## config.mk

```make
export PLATFORM = sky130hd
export DESIGN_NAME = knn_majority_vote_flat
export DESIGN_NICKNAME = d
export VERILOG_FILES = /design/src/rtl/knn_pkg.sv /design/src/rtl/knn_majority_vote_if.sv /design/src/rtl/knn_argmax_step.sv /design/src/rtl/knn_majority_vote.sv /design/src/flat_wrapper.sv
export SDC_FILE = /design/constraint.sdc
export NUM_CORES = 1
export LEC_CHECK = 0
export BUFFER_PORTS_ARGS = -buffer_cell sky130_fd_sc_hd__buf_2
export CORE_AREA = 10 10 234 236
export CTS_CLUSTER_DIAMETER = 200
export DETAILED_ROUTE_END_ITERATION = 6
export DIE_AREA = 0 0 244 246
export GPL_TIMING_DRIVEN = 0
export SYNTH_ARGS = -nofsm -noshare
export SYNTH_HDL_FRONTEND = slang
export SYNTH_SLANG_ARGS = --single-unit
```

## constraint.sdc

```tcl
create_clock -name clk -period 3.35 [get_ports clk]
set_clock_uncertainty 0.15 [all_clocks]
set_input_delay 0.5025 -clock clk [delete_from_list [all_inputs] [get_ports clk]]
set_output_delay 0.5025 -clock clk [all_outputs]
set_load 0.01 [all_outputs]
```

## src/rtl/knn_pkg.sv

```systemverilog
// Shared KNN types: controller state encoding and the vote-counter width helper.
package knn_pkg;

  typedef enum logic [1:0] {
    IDLE   = 2'd0,
    COUNT  = 2'd1,
    SELECT = 2'd2,
    DONE   = 2'd3
  } state_t;

  // Width that holds vote counts 0..k without overflow.
  function automatic int cnt_w(input int k);
    return $clog2(k + 1);
  endfunction

endpackage

```

## src/rtl/knn_majority_vote_if.sv

```systemverilog
// Sorted-vector input and class-label output bundle between the sorter path and the voter.
interface knn_majority_vote_if #(
  parameter int L      = 5,
  parameter int W      = 16,
  parameter int TYPE_W = 3
);
  localparam int N = 1 << L;

  logic                in_valid;
  logic                ascending;
  logic [W*N-1:0]      in;
  logic [TYPE_W*N-1:0] in_type;
  logic [TYPE_W-1:0]   out_class;
  logic                out_valid;
  logic                busy;
  logic                drop;

  modport master (
    output in_valid, ascending, in, in_type,
    input  out_class, out_valid, busy, drop
  );

  modport slave (
    input  in_valid, ascending, in, in_type,
    output out_class, out_valid, busy, drop
  );
endinterface

```

## src/rtl/knn_argmax_step.sv

```systemverilog
// One step of the class scan: decides whether the candidate class replaces the running best.
// Distance-sum tie break is compiled in with KNN_VOTE_DIST_TIE_EN.
module knn_argmax_step #(
  parameter int CNT_W  = 3,
  parameter int SUM_W  = 19,
  parameter int TYPE_W = 3
) (
  input  logic              first,
  input  logic [CNT_W-1:0]  cand_cnt,
  input  logic [SUM_W-1:0]  cand_sum,
  input  logic [TYPE_W-1:0] cand_cls,
  input  logic [CNT_W-1:0]  best_cnt,
  input  logic [SUM_W-1:0]  best_sum,
  input  logic [TYPE_W-1:0] best_cls,
  output logic [CNT_W-1:0]  win_cnt,
  output logic [SUM_W-1:0]  win_sum,
  output logic [TYPE_W-1:0] win_cls
);
  logic take_s;

  // Strictly better count wins; otherwise the lower class index already held is kept.
  always_comb begin
    take_s = 1'b0;
    if (first) begin
      take_s = 1'b1;
    end else if (cand_cnt > best_cnt) begin
      take_s = 1'b1;
`ifdef KNN_VOTE_DIST_TIE_EN
    end else if ((cand_cnt == best_cnt) && (cand_sum < best_sum)) begin
      take_s = 1'b1;
`endif
    end else begin
      take_s = 1'b0;
    end
  end

  assign win_cnt = take_s ? cand_cnt : best_cnt;
  assign win_sum = take_s ? cand_sum : best_sum;
  assign win_cls = take_s ? cand_cls : best_cls;
endmodule

```

## src/rtl/knn_majority_vote.sv

```systemverilog
// Majority vote over the K nearest sorted entries: capture, K count cycles, C scan cycles.
// Optional macro KNN_VOTE_DIST_TIE_EN breaks vote ties by the smaller per-class distance sum.
module knn_majority_vote
  import knn_pkg::*;
#(
  parameter int L      = 5,
  parameter int W      = 16,
  parameter int TYPE_W = 3,
  parameter int K      = 5
) (
  input logic                clk,
  input logic                rst,
  knn_majority_vote_if.slave bus
);
  localparam int N     = 1 << L;
  localparam int C     = 1 << TYPE_W;
  localparam int CNT_W = cnt_w(K);
  localparam int SUM_W = W + CNT_W;

  typedef logic [TYPE_W-1:0] cls_t;
  typedef logic [W-1:0]      dist_t;
  typedef logic [CNT_W-1:0]  cnt_t;
  typedef logic [SUM_W-1:0]  sum_t;

  localparam cnt_t K_LAST = cnt_t'(K - 1);
  localparam cls_t C_LAST = {TYPE_W{1'b1}};

  if ((K < 1) || (K > N)) begin : g_k_range
    $error("knn_majority_vote: K must lie in 1..N");
  end

  // Lane slicing shared with the sorter: entry i occupies bits [w*(i+1)-1 : w*i].
  function automatic cls_t lane_type(input logic [TYPE_W*N-1:0] v, input int i);
    return cls_t'(v >> (i * TYPE_W));
  endfunction

  state_t state_r, state_s;
  cls_t   type_sh_r [K];
  cnt_t   cnt_r [C];
  cnt_t   k_idx_r, best_cnt_r, win_cnt_s;
  cls_t   c_idx_r, best_cls_r, win_cls_s, out_class_r;
  sum_t   cand_sum_s, best_sum_s, win_sum_s;
  logic   out_valid_r, busy_r, drop_r;
  logic   out_valid_s, busy_s, drop_s, accept_s, first_s;

`ifdef KNN_VOTE_DIST_TIE_EN
  function automatic dist_t lane_dist(input logic [W*N-1:0] v, input int i);
    return dist_t'(v >> (i * W));
  endfunction

  dist_t dist_sh_r [K];
  sum_t  sum_r [C];
  sum_t  best_sum_r;

  assign cand_sum_s = sum_r[c_idx_r];
  assign best_sum_s = best_sum_r;
`else
  logic unused_s;

  assign cand_sum_s = {SUM_W{1'b0}};
  assign best_sum_s = {SUM_W{1'b0}};
  assign unused_s   = ^{win_sum_s, bus.in};
`endif

  assign accept_s = bus.in_valid && ((state_r == IDLE) || (state_r == DONE));
  assign first_s  = (c_idx_r == {TYPE_W{1'b0}});

  // State register.
  always_ff @(posedge clk or negedge rst) begin
    if (!rst) state_r <= IDLE;
    else      state_r <= state_s;
  end

  // Next-state logic; DONE doubles as an accept slot for back-to-back vectors.
  always_comb begin
    state_s = state_r;
    case (state_r)
      IDLE:    if (bus.in_valid) state_s = COUNT; else state_s = IDLE;
      COUNT:   if (k_idx_r == K_LAST) state_s = SELECT; else state_s = COUNT;
      SELECT:  if (c_idx_r == C_LAST) state_s = DONE; else state_s = SELECT;
      DONE:    if (bus.in_valid) state_s = COUNT; else state_s = IDLE;
      default: state_s = IDLE;
    endcase
  end

  // Output decode from the next state so the flags land registered in the matching cycle.
  always_comb begin
    busy_s      = (state_s == COUNT) || (state_s == SELECT);
    out_valid_s = (state_s == DONE);
    drop_s      = bus.in_valid && ((state_r == COUNT) || (state_r == SELECT));
  end

  knn_argmax_step #(
    .CNT_W (CNT_W),
    .SUM_W (SUM_W),
    .TYPE_W(TYPE_W)
  ) u_step (
    .first   (first_s),
    .cand_cnt(cnt_r[c_idx_r]),
    .cand_sum(cand_sum_s),
    .cand_cls(c_idx_r),
    .best_cnt(best_cnt_r),
    .best_sum(best_sum_s),
    .best_cls(best_cls_r),
    .win_cnt (win_cnt_s),
    .win_sum (win_sum_s),
    .win_cls (win_cls_s)
  );

  // Capture, vote counting, class scan and registered outputs.
  always_ff @(posedge clk or negedge rst) begin
    if (!rst) begin
      for (int i = 0; i < K; i++) type_sh_r[i] <= '0;
      for (int c = 0; c < C; c++) cnt_r[c] <= '0;
      k_idx_r     <= '0;
      c_idx_r     <= '0;
      best_cnt_r  <= '0;
      best_cls_r  <= '0;
      out_class_r <= '0;
      out_valid_r <= 1'b0;
      busy_r      <= 1'b0;
      drop_r      <= 1'b0;
`ifdef KNN_VOTE_DIST_TIE_EN
      for (int i = 0; i < K; i++) dist_sh_r[i] <= '0;
      for (int c = 0; c < C; c++) sum_r[c] <= '0;
      best_sum_r <= '0;
`endif
    end else begin
      out_valid_r <= out_valid_s;
      busy_r      <= busy_s;
      drop_r      <= drop_s;
      case (state_r)
        IDLE, DONE: begin
          if (accept_s) begin
            // Nearest entry goes to the head of the shift register.
            for (int i = 0; i < K; i++)
              type_sh_r[i] <= lane_type(bus.in_type, bus.ascending ? i : (N - 1 - i));
            for (int c = 0; c < C; c++) cnt_r[c] <= '0;
            k_idx_r <= '0;
            c_idx_r <= '0;
`ifdef KNN_VOTE_DIST_TIE_EN
            for (int i = 0; i < K; i++)
              dist_sh_r[i] <= lane_dist(bus.in, bus.ascending ? i : (N - 1 - i));
            for (int c = 0; c < C; c++) sum_r[c] <= '0;
`endif
          end
        end
        COUNT: begin
          cnt_r[type_sh_r[0]] <= cnt_r[type_sh_r[0]] + cnt_t'(1'b1);
          for (int i = 0; i < K - 1; i++) type_sh_r[i] <= type_sh_r[i + 1];
          k_idx_r <= k_idx_r + cnt_t'(1'b1);
`ifdef KNN_VOTE_DIST_TIE_EN
          sum_r[type_sh_r[0]] <= sum_r[type_sh_r[0]] + sum_t'(dist_sh_r[0]);
          for (int i = 0; i < K - 1; i++) dist_sh_r[i] <= dist_sh_r[i + 1];
`endif
        end
        SELECT: begin
          best_cnt_r <= win_cnt_s;
          best_cls_r <= win_cls_s;
          c_idx_r    <= c_idx_r + cls_t'(1'b1);
          if (c_idx_r == C_LAST) out_class_r <= win_cls_s;
`ifdef KNN_VOTE_DIST_TIE_EN
          best_sum_r <= win_sum_s;
`endif
        end
        default: begin
        end
      endcase
    end
  end

  assign bus.out_class = out_class_r;
  assign bus.out_valid = out_valid_r;
  assign bus.busy      = busy_r;
  assign bus.drop      = drop_r;
endmodule
```

## src/flat_wrapper.sv

```systemverilog
// flat-port wrapper written by rule: the top's interface ports become plain ports
module knn_majority_vote_flat import knn_pkg::*;
#(
  parameter int L      = 5,
  parameter int W      = 16,
  parameter int TYPE_W = 3,
  parameter int K      = 5
)
  (clk, rst, bus_in_valid, bus_ascending, bus_in, bus_in_type, bus_out_class, bus_out_valid, bus_busy, bus_drop);
  knn_majority_vote_if #(.L(L), .W(W), .TYPE_W(TYPE_W)) bus_i ();
  input logic clk;
  input logic rst;
  input wire logic [$bits(bus_i.in_valid)-1:0] bus_in_valid;
  input wire logic [$bits(bus_i.ascending)-1:0] bus_ascending;
  input wire logic [$bits(bus_i.in)-1:0] bus_in;
  input wire logic [$bits(bus_i.in_type)-1:0] bus_in_type;
  output wire logic [$bits(bus_i.out_class)-1:0] bus_out_class;
  output wire logic [$bits(bus_i.out_valid)-1:0] bus_out_valid;
  output wire logic [$bits(bus_i.busy)-1:0] bus_busy;
  output wire logic [$bits(bus_i.drop)-1:0] bus_drop;
  assign bus_i.in_valid = bus_in_valid;
  assign bus_i.ascending = bus_ascending;
  assign bus_i.in = bus_in;
  assign bus_i.in_type = bus_in_type;
  assign bus_out_class = bus_i.out_class;
  assign bus_out_valid = bus_i.out_valid;
  assign bus_busy = bus_i.busy;
  assign bus_drop = bus_i.drop;
  knn_majority_vote #(.L(L), .W(W), .TYPE_W(TYPE_W), .K(K)) u_core (.clk(clk), .rst(rst), .bus(bus_i));
endmodule
```

* Word level (Yosys, flattened, before mapping)
Cells that the tools add are included.
** Operators by class
- Multiplexer cells :: 28
- Reductions and logical operators :: 16
- Shift-type cells :: 5
- Add/subtract/negate cells :: 3
- Bitwise logic cells :: 2
- Equality and inequality tests :: 9
- $lt $le $gt $ge :: 4
- Multiply operators :: 5
** Operators with widths (number)
- right shift 96 x 32 -> 3 bit :: 5
- multiplier 32 x 3 -> 32 bit, second input constant :: 5
- one-hot mux 24 bit (2 select lines) :: 1
- two-way mux 5 bit :: 5
- bitwise mux 24 bit :: 1
- two-way mux 24 bit :: 1
- one-hot mux 12 bit (2 select lines) :: 1
- two-way mux 3 bit :: 7
- binary-select mux 3 bit (select 3 bit) :: 2
- two-way mux 15 bit :: 1
- one-hot mux 3 bit (2 select lines) :: 2
- AND reduction 2 bit :: 5
- adder 3 x 1 -> 3 bit, second input constant :: 3
- demux 3 bit (select 3 bit) :: 1
- equality test 2 bit, second input constant :: 4
- >= comparator 4 bit, second input constant :: 2
- NOT 3 -> 4 bit :: 2
- equality test 3 bit, second input constant :: 2
- one-hot mux 2 bit (3 select lines) :: 1
- equality test 2 x 1 -> 1 bit, second input constant :: 2
- < comparator 4 x 1 -> 1 bit, second input constant :: 1
- two-way mux 1 bit :: 4
- nonzero test 2 bit :: 2
- greater-than comparator 3 bit :: 1
- other kinds (7) :: 11
** Word-level totals
- Input bits :: 612
- Word-level logic and storage cells :: 94
- Output and inout bits :: 6
- Bits in registers :: 59

* Logic depth before layout (Yosys ltp)
- Word-level depth :: 8
- Gate-level depth with buffers :: 11

* Modules after synthesis
A second synthesis with hierarchy kept.
** Unflattened totals
- Cells, all modules :: 392
- Area total of the unflattened synthesis :: 3849.9 µm²
** By module, submodules not included
- knn_majority_vote :: cells each 295, area an instance 3190.6 µm², instances 1
- knn_argmax_step :: cells each 97, area an instance 659.4 µm², instances 1

* Worst setup path after synthesis
OpenSTA, ideal clock, no wires.
- Kind :: register to register
- From :: register u_core.c_idx_r[0]
- To :: register u_core.best_cls_r[0]
- Library setup time :: 125 ps
- Clock period less this slack :: 2820 ps
- Slack :: 530 ps
- Cell stages (with the launch flop) :: 11
- Arrival time :: 2545 ps
- Cell sequence :: dfrtp_1 buf_4 mux4_2 nand2_1 nand2_1 ha_1 nor2b_1 o21a_1 o21a_1 o21ai_2 mux2_2
** Between the ends
- Cells in the longest elaborated chain, start to end :: 8
- Elaborated cells between the ends (all ways) :: 9
** Ends and longest elaborated chain
- from (decl) :: RTL line knn_majority_vote.sv:41 : cls_t c_idx_r, best_cls_r, win_cls_s, out_class_r;
- from (signal assigned) :: RTL line knn_majority_vote.sv:160 : c_idx_r <= c_idx_r + cls_t'(1'b1);
- NOT 3 -> 4 bit (not written as such) :: RTL line knn_majority_vote.sv:99 : .cand_cnt(cnt_r[c_idx_r]),
- binary-select mux 3 bit (select 3 bit) :: RTL line knn_majority_vote.sv:99
- two-way mux 3 bit (not written as such) (2 in a row) :: RTL line knn_majority_vote.sv:99
- net u_core.u_step.cand_cnt[1] :: RTL line knn_argmax_step.sv:9 : input logic [CNT_W-1:0] cand_cnt,
- greater-than comparator 3 bit :: RTL line knn_argmax_step.sv:26 : end else if (cand_cnt > best_cnt) begin
- two-way mux 1 bit :: RTL line knn_argmax_step.sv:26
- two-way mux 1 bit :: RTL line knn_argmax_step.sv:24 : if (first) begin
- two-way mux 3 bit :: RTL line knn_argmax_step.sv:39 : assign win_cls = take_s ? cand_cls : best_cls;
- to (signal assigned) :: RTL line knn_majority_vote.sv:159 : best_cls_r <= win_cls_s;
- to (decl) :: RTL line knn_majority_vote.sv:41
The timed path passes the listed nets, and every way through them passes these cells. The select of a mux whose other input is x is not followed.
A chain may end at the register's enable or synchronous reset.

* Final worst setup path
- From :: register u_core.c_idx_r[0]
- To :: register u_core.best_cnt_r[2]
** Between the ends
- Cells in the longest elaborated chain, start to end :: 8
- Elaborated cells between the ends (all ways) :: 9
** Ends and longest elaborated chain
- NOT 3 -> 4 bit (not written as such) :: RTL line knn_majority_vote.sv:99
- binary-select mux 3 bit (select 3 bit) :: RTL line knn_majority_vote.sv:99
- two-way mux 3 bit (not written as such) (2 in a row) :: RTL line knn_majority_vote.sv:99
- net u_core.u_step.cand_cnt[1] :: RTL line knn_argmax_step.sv:9
- greater-than comparator 3 bit :: RTL line knn_argmax_step.sv:26
- two-way mux 1 bit :: RTL line knn_argmax_step.sv:26
- two-way mux 1 bit :: RTL line knn_argmax_step.sv:24
- AND reduction 2 bit (no line)
- to (signal assigned) :: RTL line knn_majority_vote.sv:158 : best_cnt_r <= win_cnt_s;
- to (decl) :: RTL line knn_majority_vote.sv:40 : cnt_t k_idx_r, best_cnt_r, win_cnt_s;
The timed path passes the listed nets, and every way through them passes these cells. The select of a mux whose other input is x is not followed.

==> impl_metrics.json <==
{
  "status": "finished, final reports clean",
  "grt_max_degree": 60,
  "dp_hpwl_um": 7779,
  "cts_tree": "yes",
  "synthAdderAreaFrac_pct": 4.233,
  "slew_viol_final": 0,
  "final_util_pct": 9.806,
  "layout_min_cycle_time_ps": 3137,
  "avgSynthCellArea_sq_um": 9.409,
  "gr-usage-all-layers_pct": 3.475,
  "clk_pin_slew_ps": 50,
  "syn_nets": 1001,
  "synthCells": 377,
  "maxCapViolCount": 0,
  "synth_top_family_by_area": "compound AO/OA/AOI/OAI gates",
  "dr_total_vias": 3151,
  "die-area_sq_um": 60020,
  "fp-row-count": 82,
  "final_nets": 1049,
  "ys_seq_area_share_pct": 41.62,
  "critPathMaxFanout": 10,
  "synth-compound-area-share_pct": 22.08,
  "syn_area_sq_um": 3547,
  "ys.flop_type": "dfrtp_1",
  "r2r_cells": 10,
  "clk_path_buf_depth": 2,
  "final-seq-area_sq_um": 1476,
  "switchingPower_w": 0.001969,
  "final_common_cell": "dfrtp_1",
  "grt_pass1_vias": 3367,
  "synth_mux_area_share_pct": 12.06,
  "synth_cell_types": 53,
  "cts_resized": 0,
  "dr.pass1.iters": 5,
  "drc": 0,
  "hp-class": "in -> async",
  "multiInputGateArea_sq_um": 1846,
  "r2r-start": "u_core.c_idx_r[0]$_DFFE_PN0P_",
  "tns_ps": 0,
  "wirelength_um": 10290,
  "port_buffers": 37,
  "startpoint_type": "flip-flop",
  "antenna_found_initial": 0,
  "cts_made_buffers": 9,
  "dieWidth_um": 244,
  "synth_xor_area_share_pct": 0.4938,
  "hold_viol_final": 0,
  "clock-root-buffer": "clkbuf_16",
  "vdd_ir_drop_max_mv": 0.3703,
  "fill_cells": 5826,
  "cts_sinks": 59,
  "synthSimpleGateAreaFrac_pct": 13.16,
  "initialDrtViolationCount": 213,
  "yosysTopAreaCellShare_pct": 41.62,
  "h-tree-depth": 3,
  "power_density_nw_per_um2": 908.8,
  "drive_above_1_share_pct": 21.68,
  "arrival_ps": 3200,
  "yosysTopAreaCell": "dfrtp_1",
  "placed_cell_area_sq_um": 4573,
  "post_drt_wl_per_cell_um": 9.342,
  "ios": 618,
  "max_freq_mhz": 318.7,
  "grt_pass1_wl_um": 17420,
  "overflow": 0,
  "design_area_sq_um": 4890,
  "async_flop_share_pct": 100.0,
  "worst-slew-pin-transition_ps": 771.3,
  "viasPerCell": 2.862,
  "slew_headroom_pct": 48.58,
  "rrSetupSlack_ps": 210,
  "core-area_sq_um": 49860,
  "area_growth_pct": 37.85,
  "die_y_um": 246,
  "crit_path_end_kind": "flip-flop",
  "p_leak_nw": 1.838,
  "finalCritPeriodShare_pct": 93.65,
  "criticalPathCategory": "reg -> reg",
  "seq_power_share_pct": 27.7,
  "synth_area_leaders": "dfrtp_1 (42%), mux2_2 (5.1%), nand2_1 (4.3%)",
  "hold_buffers": 0,
  "place_congestion": 0.8546,
  "diodes": 0,
  "synth_edf_count": 0,
  "final_cell_mix": "dfrtp_1 (59), buf_2 (45), nand2_1 (41), a21oi_1 (30), nor2_1 (27)",
  "ant_nets": 0,
  "critPathRequiredTime_ps": 3410,
  "p_clk_share_pct": 21.9,
  "combPwrFrac_pct": 50.4,
  "postCtsSetupBuffers": 0,
  "yosys_warnings": 0,
  "worstReg2RegEnd": "u_core.best_cnt_r[2]$_DFFE_PN0P_",
  "p_int_w": 0.002475,
  "initial_core_util_pct": 7.114,
  "setup_viol": 0,
  "insertion_delay_ps": 330,
  "sw_frac_of_total_pct": 44.30,
  "rsz0062_at_grt": "no",
  "ys_ff_latch": 59
}
## critical path, stage by stage, from the launching register on
cell,delay (ps)
dfrtp_1,410
buf_4,240
mux4_2,550
nand2_1,90
nand2_1,80
ha_1,310
nor2b_1,130
o21a_1,170
o21a_1,220
o21ai_2,290
mux2_2,380
## flip-flops by register name, indices dropped and copies added, names as in the netlist
signal / count
u_core.cnt_r: 24
u_core.type_sh_r: 15
u_core.best_cls_r: 3
u_core.best_cnt_r: 3
u_core.bus.out_class: 3
u_core.c_idx_r: 3
u_core.k_idx_r: 3
u_core.state_r: 2
u_core.bus.busy: 1
u_core.bus.drop: 1
u_core.bus.out_valid: 1
## metal layers
layer  vias up  share of wire (%)  global-route usage (%)
li1       1479                  -                       -
met4         0                1.2                  0.8950
met3        10                6.9                   1.071
met5         -                  0                       0
met1      1545                 47                   4.511
met2       117                 45                   5.490
## synthesized netlist by cell type (2+ instances only)
| library cell | instances |
|---|---|
| mux2_2 | 16 |
| o21ai_2 | 2 |
| inv_1 | 24 |
| o21ai_1 | 3 |
| nand2_1 | 41 |
| a22oi_1 | 3 |
| o21a_1 | 3 |
| o22ai_1 | 22 |
| nor2b_1 | 2 |
| a32o_1 | 2 |
| o32ai_1 | 7 |
| nand3_1 | 11 |
| o211ai_1 | 3 |
| a22o_1 | 3 |
| ha_1 | 12 |
| a221o_1 | 2 |
| or3b_4 | 2 |
| mux2i_1 | 6 |
| dfrtp_1 | 59 |
| o31ai_1 | 2 |
| o21ai_0 | 24 |
| mux4_2 | 6 |
| nor2_1 | 27 |
| nand3b_1 | 4 |
| a32oi_1 | 2 |
| buf_4 | 2 |
| buf_2 | 9 |
| nor3_1 | 4 |
| mux4_1 | 2 |
| buf_6 | 2 |
| nand2b_1 | 2 |
| clkbuf_1 | 13 |
| o311ai_0 | 2 |
| a21oi_1 | 30 |
| o221ai_1 | 5 |
## kinds of logic (layout without fill, tap and decap cells)
family,after synthesis,count (layout)
AO/OA/AOI/OAI,121,121
XOR/XNOR,2,2
adder cells (fa/ha/maj),12,12
buffers and inverters,51,103
flip-flops,59,59
multiplexers,30,30
AND/OR/NAND/NOR,102,102
## worst max-delay path by stage
stage                                  start  depth (start not counted)                               end
3_5_place_dp   u_core.c_idx_r[0]$_DFFE_PN0P_                         10  u_core.best_cnt_r[2]$_DFFE_PN0P_
5_1_grt        u_core.c_idx_r[0]$_DFFE_PN0P_                         10  u_core.best_cnt_r[2]$_DFFE_PN0P_
2_1_floorplan  u_core.c_idx_r[0]$_DFFE_PN0P_                         10  u_core.best_cls_r[0]$_DFFE_PN0P_
6_report       u_core.c_idx_r[0]$_DFFE_PN0P_                         10  u_core.best_cnt_r[2]$_DFFE_PN0P_
3_3_place_gp   u_core.c_idx_r[0]$_DFFE_PN0P_                         10  u_core.best_cnt_r[1]$_DFFE_PN0P_
4_1_cts        u_core.c_idx_r[0]$_DFFE_PN0P_                         10  u_core.best_cnt_r[2]$_DFFE_PN0P_
## per-stage QoR
step                setup WS [ps]  std cells  hold slack [ps]  power (W)
CTS                         166.2       1101            317.4   0.004468
detailed placement          198.2       1086            325.9   0.003475
finish                      212.7       1101            103.5   0.004444
global placement            249.2       1086            317.1   0.003411
global route                39.37       1101            175.6   0.004827
floorplan                   530.3        377            56.91   0.002820
## power groups by stage
| stage | registers (W) | clock network, W | logic (W) |
|---|---|---|---|
| finish | 0.00123 | 0.000973 | 0.00224 |
| global route | 0.00127 | 0.00101 | 0.00255 |
| CTS | 0.00124 | 0.000990 | 0.00224 |
| detailed placement | 0.00125 | 0 | 0.00223 |
| global placement | 0.00124 | 0 | 0.00217 |
| floorplan | 0.00116 | 0 | 0.00166 |
## layout make-up
class / instances / share of cell area (%)
buffer: 27 / 2.764
tap: 672 / 17.20
multi-input combinational: 267 / 37.74
timing repair buffer: 37 / 3.838
clock buffer: 14 / 5.809
inverter: 24 / 1.842
clock inverter: 1 / 0.6141
sequential: 59 / 30.19
Note: power is estimated with default switching activity, not from simulation.
